$ cat config.mk
export PLATFORM = sky130hd
export DESIGN_NAME = dlsc_rvh_fifo
export DESIGN_NICKNAME = d
export VERILOG_FILES = /design/src/rtl/dlsc_rvh_fifo.sv
export SDC_FILE = /design/constraint.sdc
export NUM_CORES = 1
export LEC_CHECK = 0
export BUFFER_PORTS_ARGS = -buffer_cell sky130_fd_sc_hd__buf_2
export CAP_MARGIN = 20
export CORE_ASPECT_RATIO = 0.8
export CORE_MARGIN = 4
export CORE_UTILIZATION = 51
export DETAILED_ROUTE_END_ITERATION = 12
export PLACE_DENSITY = 0.78
export SETUP_SLACK_MARGIN = 0.15
export SYNTH_ARGS = -nofsm -noshare
export SYNTH_HDL_FRONTEND = slang
export SYNTH_SLANG_ARGS = --single-unit
$ cat constraint.sdc
create_clock -name clk -period 2.2 [get_ports clk]
set_input_delay 0.44 -clock clk [delete_from_list [all_inputs] [get_ports clk]]
set_output_delay 0.44 -clock clk [all_outputs]
set_load 0.02 [all_outputs]
$ cat src/rtl/dlsc_rvh_fifo.sv
// Ready/valid FIFO with first-word-fall-through output and registered status.
// in_ready, out_valid, count and almost_full all come straight from flops.
module dlsc_rvh_fifo #(
  parameter int              DATA        = 32,
  parameter int              DEPTH       = 4,
  parameter logic [DATA-1:0] RESET       = {DATA{1'b0}},
  parameter int              ALMOST_FULL = DEPTH-1
) (
  input  logic                   clk,
  input  logic                   rst,
  input  logic                   flush,
  output logic                   in_ready,
  input  logic                   in_valid,
  input  logic [DATA-1:0]        in_data,
  input  logic                   out_ready,
  output logic                   out_valid,
  output logic [DATA-1:0]        out_data,
  output logic [$clog2(DEPTH):0] count,
  output logic                   almost_full
);

  localparam int AW = $clog2(DEPTH);
  localparam int CW = AW + 1;

  logic [DATA-1:0] r_mem [DEPTH];
  logic [AW-1:0]   r_wptr, r_rptr;
  logic [CW-1:0]   r_count, w_count_nxt;
  logic            r_in_ready, r_out_valid, r_almost_full;
  logic            w_push, w_pop;

  assign w_push = in_valid  & r_in_ready;
  assign w_pop  = out_ready & r_out_valid;

  always_comb begin
    w_count_nxt = r_count;
    if (w_push & ~w_pop)      w_count_nxt = r_count + CW'(1);
    else if (~w_push & w_pop) w_count_nxt = r_count - CW'(1);
  end

  // Status flags are computed from the next count so they stay pure registers.
  always_ff @(posedge clk or posedge rst) begin
    if (rst) begin
      r_wptr        <= '0;
      r_rptr        <= '0;
      r_count       <= '0;
      r_in_ready    <= 1'b0;
      r_out_valid   <= 1'b0;
      r_almost_full <= 1'b0;
    end else if (flush) begin
      r_rptr        <= r_wptr;
      r_count       <= '0;
      r_in_ready    <= 1'b1;
      r_out_valid   <= 1'b0;
      r_almost_full <= 1'b0;
    end else begin
      if (w_push) r_wptr <= r_wptr + AW'(1);
      if (w_pop)  r_rptr <= r_rptr + AW'(1);
      r_count       <= w_count_nxt;
      r_in_ready    <= (w_count_nxt < CW'(DEPTH));
      r_out_valid   <= (w_count_nxt != '0);
      r_almost_full <= (w_count_nxt >= CW'(ALMOST_FULL));
    end
  end

  // Storage is not reset; validity is tracked by the count alone.
  always_ff @(posedge clk) begin
    if (w_push && !flush) r_mem[r_wptr] <= in_data;
  end

  assign in_ready    = r_in_ready;
  assign out_valid   = r_out_valid;
  assign count       = r_count;
  assign almost_full = r_almost_full;
  assign out_data    = r_out_valid ? r_mem[r_rptr] : RESET;

endmodule

# Word-level counts from Yosys, hierarchy flattened
# Memories as Yosys holds them, arrays and structs flattened.
# Index checks and enable logic that the tools add are counted.
[word_totals]
out_inout_bits = 38
elab_cells = 36
memories = 1
input_bits = 37
ramBits = 128
ff_bits = 10
[mem_list]
columns = ["name", "depth", "width", "rd", "rd_ports_with_merged_regs", "wr", "line_no", "rtl"]
rows = [
  ["r_mem", 4, 32, 1, 0, 1, "25", "logic [DATA-1:0] r_mem [DEPTH];"],
]
[classes]
n_lt_le_gt_ge = 2
n_reduce_logical = 5
n_mux = 11
add_sub_neg = 4
bitwise = 7
[ops]
columns = ["op", "n"]
rows = [
  ["2-to-1 mux 32 bit", 1],
  ["2-to-1 mux 3 bit", 3],
  ["2-to-1 mux 1 bit", 5],
  ["adder 2 x 1 -> 2 bit, second input constant", 2],
  ["bitwise AND 1 bit", 4],
  ["2-to-1 mux 2 bit", 2],
  ["adder 3 x 1 -> 3 bit, second input constant", 1],
  [">= comparator 3 x 2 -> 1 bit, second input constant", 1],
  ["less-than comparator 3 bit, second input constant", 1],
  ["inverter 1 bit", 3],
  ["nonzero test 3 bit", 1],
  ["subtractor 3 x 1 -> 3 bit, second input constant", 1],
  ["AND reduction 2 bit", 1],
  ["nonzero test 2 bit", 1],
  ["logical AND 1 bit", 1],
  ["zero test 1 bit", 1],
]

# Depth between registers and ports, before layout
[depth]
word_depth = 7
ltp_mapped = 7
mapped_depth_nobuf = 7

# Worst setup path before layout
# Ideal clock, no wire load.
[synth_path]
path_kind = "register -> register"
start = "register r_in_ready (netlist: in_ready)"
end = "memory r_mem[2][0], enable pin"
path_slack_ns = -0.049
stages_incl_launch_ff = 4
required_ns = 1.808
t_arrival_ns = 1.857
path_cell_list = "dfrtp_1 -> nand2_1 -> nor2_1 -> and2_1"
[synth_via]
elab_chain_len = 4
[synth_lines]
columns = ["item", "line_no", "rtl"]
rows = [
  ["start, declared", "28", "logic r_in_ready, r_out_valid, r_almost_full;"],
  ["start signal, assigned", "59", "r_in_ready <= (w_count_nxt < CW'(DEPTH));"],
  ["bitwise AND 1 bit", "31", "assign w_push = in_valid & r_in_ready;"],
  ["logical AND 1 bit", "67", "if (w_push && !flush) r_mem[r_wptr] <= in_data;"],
  ["2-to-1 mux 1 bit", "67", ""],
  ["2-to-1 mux 1 bit (implied by the code)", "67", ""],
  ["end, declared", "25", ""],
]
# No other way between the ends.

# Final worst setup path
[layout_path]
start = "register r_rptr[0]"
end = "output port out_data[18]"
[layout_via]
elab_chain_len = 2
[layout_lines]
columns = ["item", "line_no", "rtl"]
rows = [
  ["start, declared", "26", "logic [AW-1:0] r_wptr, r_rptr;"],
  ["start signal, assigned", "50", "r_rptr <= r_wptr;"],
  ["start signal, assigned", "57", "if (w_pop) r_rptr <= r_rptr + AW'(1);"],
  ["memory read (4 x 32 bit)", "--", ""],
  ["2-to-1 mux 32 bit", "74", "assign out_data = r_out_valid ? r_mem[r_rptr] : RESET;"],
  ["end, declared", "17", "output logic [DATA-1:0] out_data,"],
]
# No other way between the ends.

==> results.yml <==
setup_path:
  cp_top_family: "multiplexers"
  crit_fanout: 5
  required_ns: 1.76
  worstPathArrival_ns: 1.90
  rr_worst_depth: 7
  critPathLaunch: "r_rptr[0]$_DFFE_PP0P_"
  cpPeakStageDelay_ns: 0.49
  r2r-start: "count[0]$_DFF_PP0_"
  cp_num_buf_inv: 3
  regToRegSetupSlack_ns: 0.40
  start_kind: "flop"
  slowest_stage: "mux4_2"
  worstPathCellList: "buf_12 -> buf_16 -> mux4_2 -> and2_4 -> buf_6"
  path_class: "flop to output pin"
  rr_endpoint: "almost_full$_DFF_PP0_"
  cp-end-kind: "output pin"
clock_tree:
  cts.reportedPaths.clkPinSlew_ns: 0.06
  h-tree-depth: 4
  cts.sinks: 138
  cts_made_buffers: 17
  cts_tree: "yes"
  cts_buffer_depth: 2
  cts_root_buf: "clkbuf_16"
  clock_latency_ns: 0.41
timing:
  tns_ns: -3.46
  rsz0062_at_grt: "true"
  slew_violations: 0
  hold_viol: 0
  period_minus_slack_ns: 2.34
  tightestPinTransition_ns: 0.405
  clock-skew-final_ns: 0.00758
  max_freq_mhz: 428
  maxSlewHeadroom_pct: 73.0
  setup_viol: 32
  timing.final.crit_share_pct: 106
  timing.final.ws_setup_ns: -0.138
detailed_routing:
  postRouteAntennaNets: 0
  viasPerCell: 5.47
  first_pass_iters: 5
  avgRoutedWirePerCell_um: 20.1
  vias: 2864
  drt-initial-drc-count: 156
  drc: 0
  drt_wl_total_um: 10500
synthesis:
  syn-instance-count: 272
  syn_area_um2: 5540
  ys_ff_latch: 138
  ys.flop_type: "edfxtp_1"
  ys_warn_count: 0
  synth_cell_types: 35
  avgSynthCellArea_um2: 20.4
  synthArstFlopShare_pct: 7.25
  syn_nets: 315
  seq_area_frac_synth_pct: 73.9
  synth_edf_count: 128
hold_path:
  min_path_cells: 1
  hold_end: "r_mem[0][26]$_DFFE_PP_"
  holdCritPathClass: "input pin to flop"
  min_from: "in_data[26]"
floorplanning:
  coreArea_um2: 10400
  die_x_um: 125
  start_util_pct: 53.2
  io_pins: 75
  die_area_um2: 12600
  die_h_um: 101
  row_count: 33
placement:
  gp_congestion: 0.760
  dpl-instance-area_um2: 6150
  io_buffers: 74
  dp_hpwl_um: 6430
grt:
  grt_antenna_before_repair: 0
  grt.total_usage_pct: 17.9
  grt_pass1_wl_um: 16700
  overflow: 0
  grt_pass1_vias: 3031
  grt_max_degree: 23
finish:
  fill_cells: 704
  antennaDiodeCount: 0
  fin_area_um2: 6940
  finalNetCount: 415
  regArea_um2: 4100
  area_delta_synth_final_pct: 25.3
  multi_input_area_um2: 1350
  drive_gt1_share_pct: 47.1
  final_common_cell: "edfxtp_1"
  mostFrequentLayoutCells: "128 x edfxtp_1, 56 x buf_2, 32 x mux4_2, 18 x and2_4, 18 x buf_6"
power:
  seq_power_share_pct: 36.7
  leakage_nw: 2.52
  ir_worst_vdd_mv: 1.01
  p_clk_share_pct: 28.7
  comb_power_share_pct: 34.6
  internal-power_mw: 6.46
  p_sw_mw: 2.65
  p_sw_share_pct: 29.1
  powerDensity_nw_per_um2: 1310
outcome:
  outcome: "finished with violations"
  violations: "setup timing"
run:
  max-cap-violations: 0
==> area by class of cell <==
type	count	share of cell area, %
clock buffers	21	6.35
clock inverters	10	1.48
inverters	6	0.324
multi-input cells	115	19.5
flip-flops and latches	138	59.0
well taps	140	2.52
repair buffers	94	10.8
==> worst max path at each step <==
stage / end / depth (start not counted) / slack (ns)
2_1_floorplan: r_mem[0][0]$_DFFE_PP_ / 3 / 0.27
3_3_place_gp: out_data[0] / 4 / 0.23
3_5_place_dp: out_data[0] / 4 / 0.22
4_1_cts: out_data[12] / 5 / -0.18
5_1_grt: out_data[7] / 4 / -0.22
6_report: out_data[18] / 5 / -0.14
==> flip-flops by register name (all words and copies together) (netlist names) <==
signal / cells
r_mem: 128
count: 3
r_rptr: 2
r_wptr: 2
almost_full: 1
in_ready: 1
out_valid: 1
==> synth_stat cells (2+ instances only) <==
library cell  instances  share of area, %
edfxtp_1            128                69
and2_1               35               4.0
mux4_2               30                12
dfrtp_1              10               4.5
nand2_1               8              0.54
ha_1                  6               1.4
buf_2                 5              0.45
inv_1                 5              0.34
clkbuf_1              4              0.27
nor2_1                4              0.27
xnor2_1               4              0.63
buf_12                3               1.1
o21ai_0               3              0.27
a21oi_1               2              0.18
a221o_1               2              0.36
a31oi_1               2              0.23
and2_2                2              0.27
mux4_1                2              0.95
==> per-layer routing <==
layer	vias up	global-route usage, %	wire length [µm]
met5	-	0	0
met4	0	6.15	133
met3	12	6.38	643
met2	95	28.3	5110
met1	1468	23.6	4640
li1	1289	-	-
==> power groups by stage <==
stage,Combinational (mW),Clock (mW),Sequential (mW)
after floorplan,1.89,0,3.40
after global placement,2.59,0,3.37
after detailed placement,2.65,0,3.38
after CTS,2.99,2.67,3.34
after global routing,3.40,2.78,3.37
final,3.15,2.61,3.34
==> timing repair <==
item                                    4_1_cts  5_1_grt
endpoints found under the hold margin        10        0
cloned                                        2        0
endpoints found under the setup margin       32       32
buffers inserted                              2        0
pin swaps                                     1        0
hold buffers                                  1        0
gates resized for setup                      24       34
==> per-stage QoR <==
| stage | cells | hold WS (ns) | utilization [%] | setup WS (ns) | total power, mW |
|---|---|---|---|---|---|
| after floorplan | 272 | 0.280 | - | 0.273 | 5.29 |
| after global placement | 488 | 0.435 | 59.2 | 0.234 | 5.96 |
| after detailed placement | 488 | 0.434 | 59.2 | 0.217 | 6.03 |
| after CTS | 524 | 0.228 | 65.8 | -0.185 | 8.99 |
| after global routing | 524 | 0.233 | 66.7 | -0.217 | 9.54 |
| final | 524 | 0.243 | 66.7 | -0.138 | 9.11 |
==> cell families after synthesis <==
family                   Yosys count  share of synthesized area, %
XOR/XNOR                           5                         0.791
AO/OA/AOI/OAI                     15                          2.03
AND/OR/NAND/NOR                   56                          6.15
multiplexers                      33                          13.3
adder cells (fa/ha/maj)            6                          1.36
flip-flops                       138                          73.9
buffers and inverters             19                          2.42
Power figures use the tool's default switching activity.
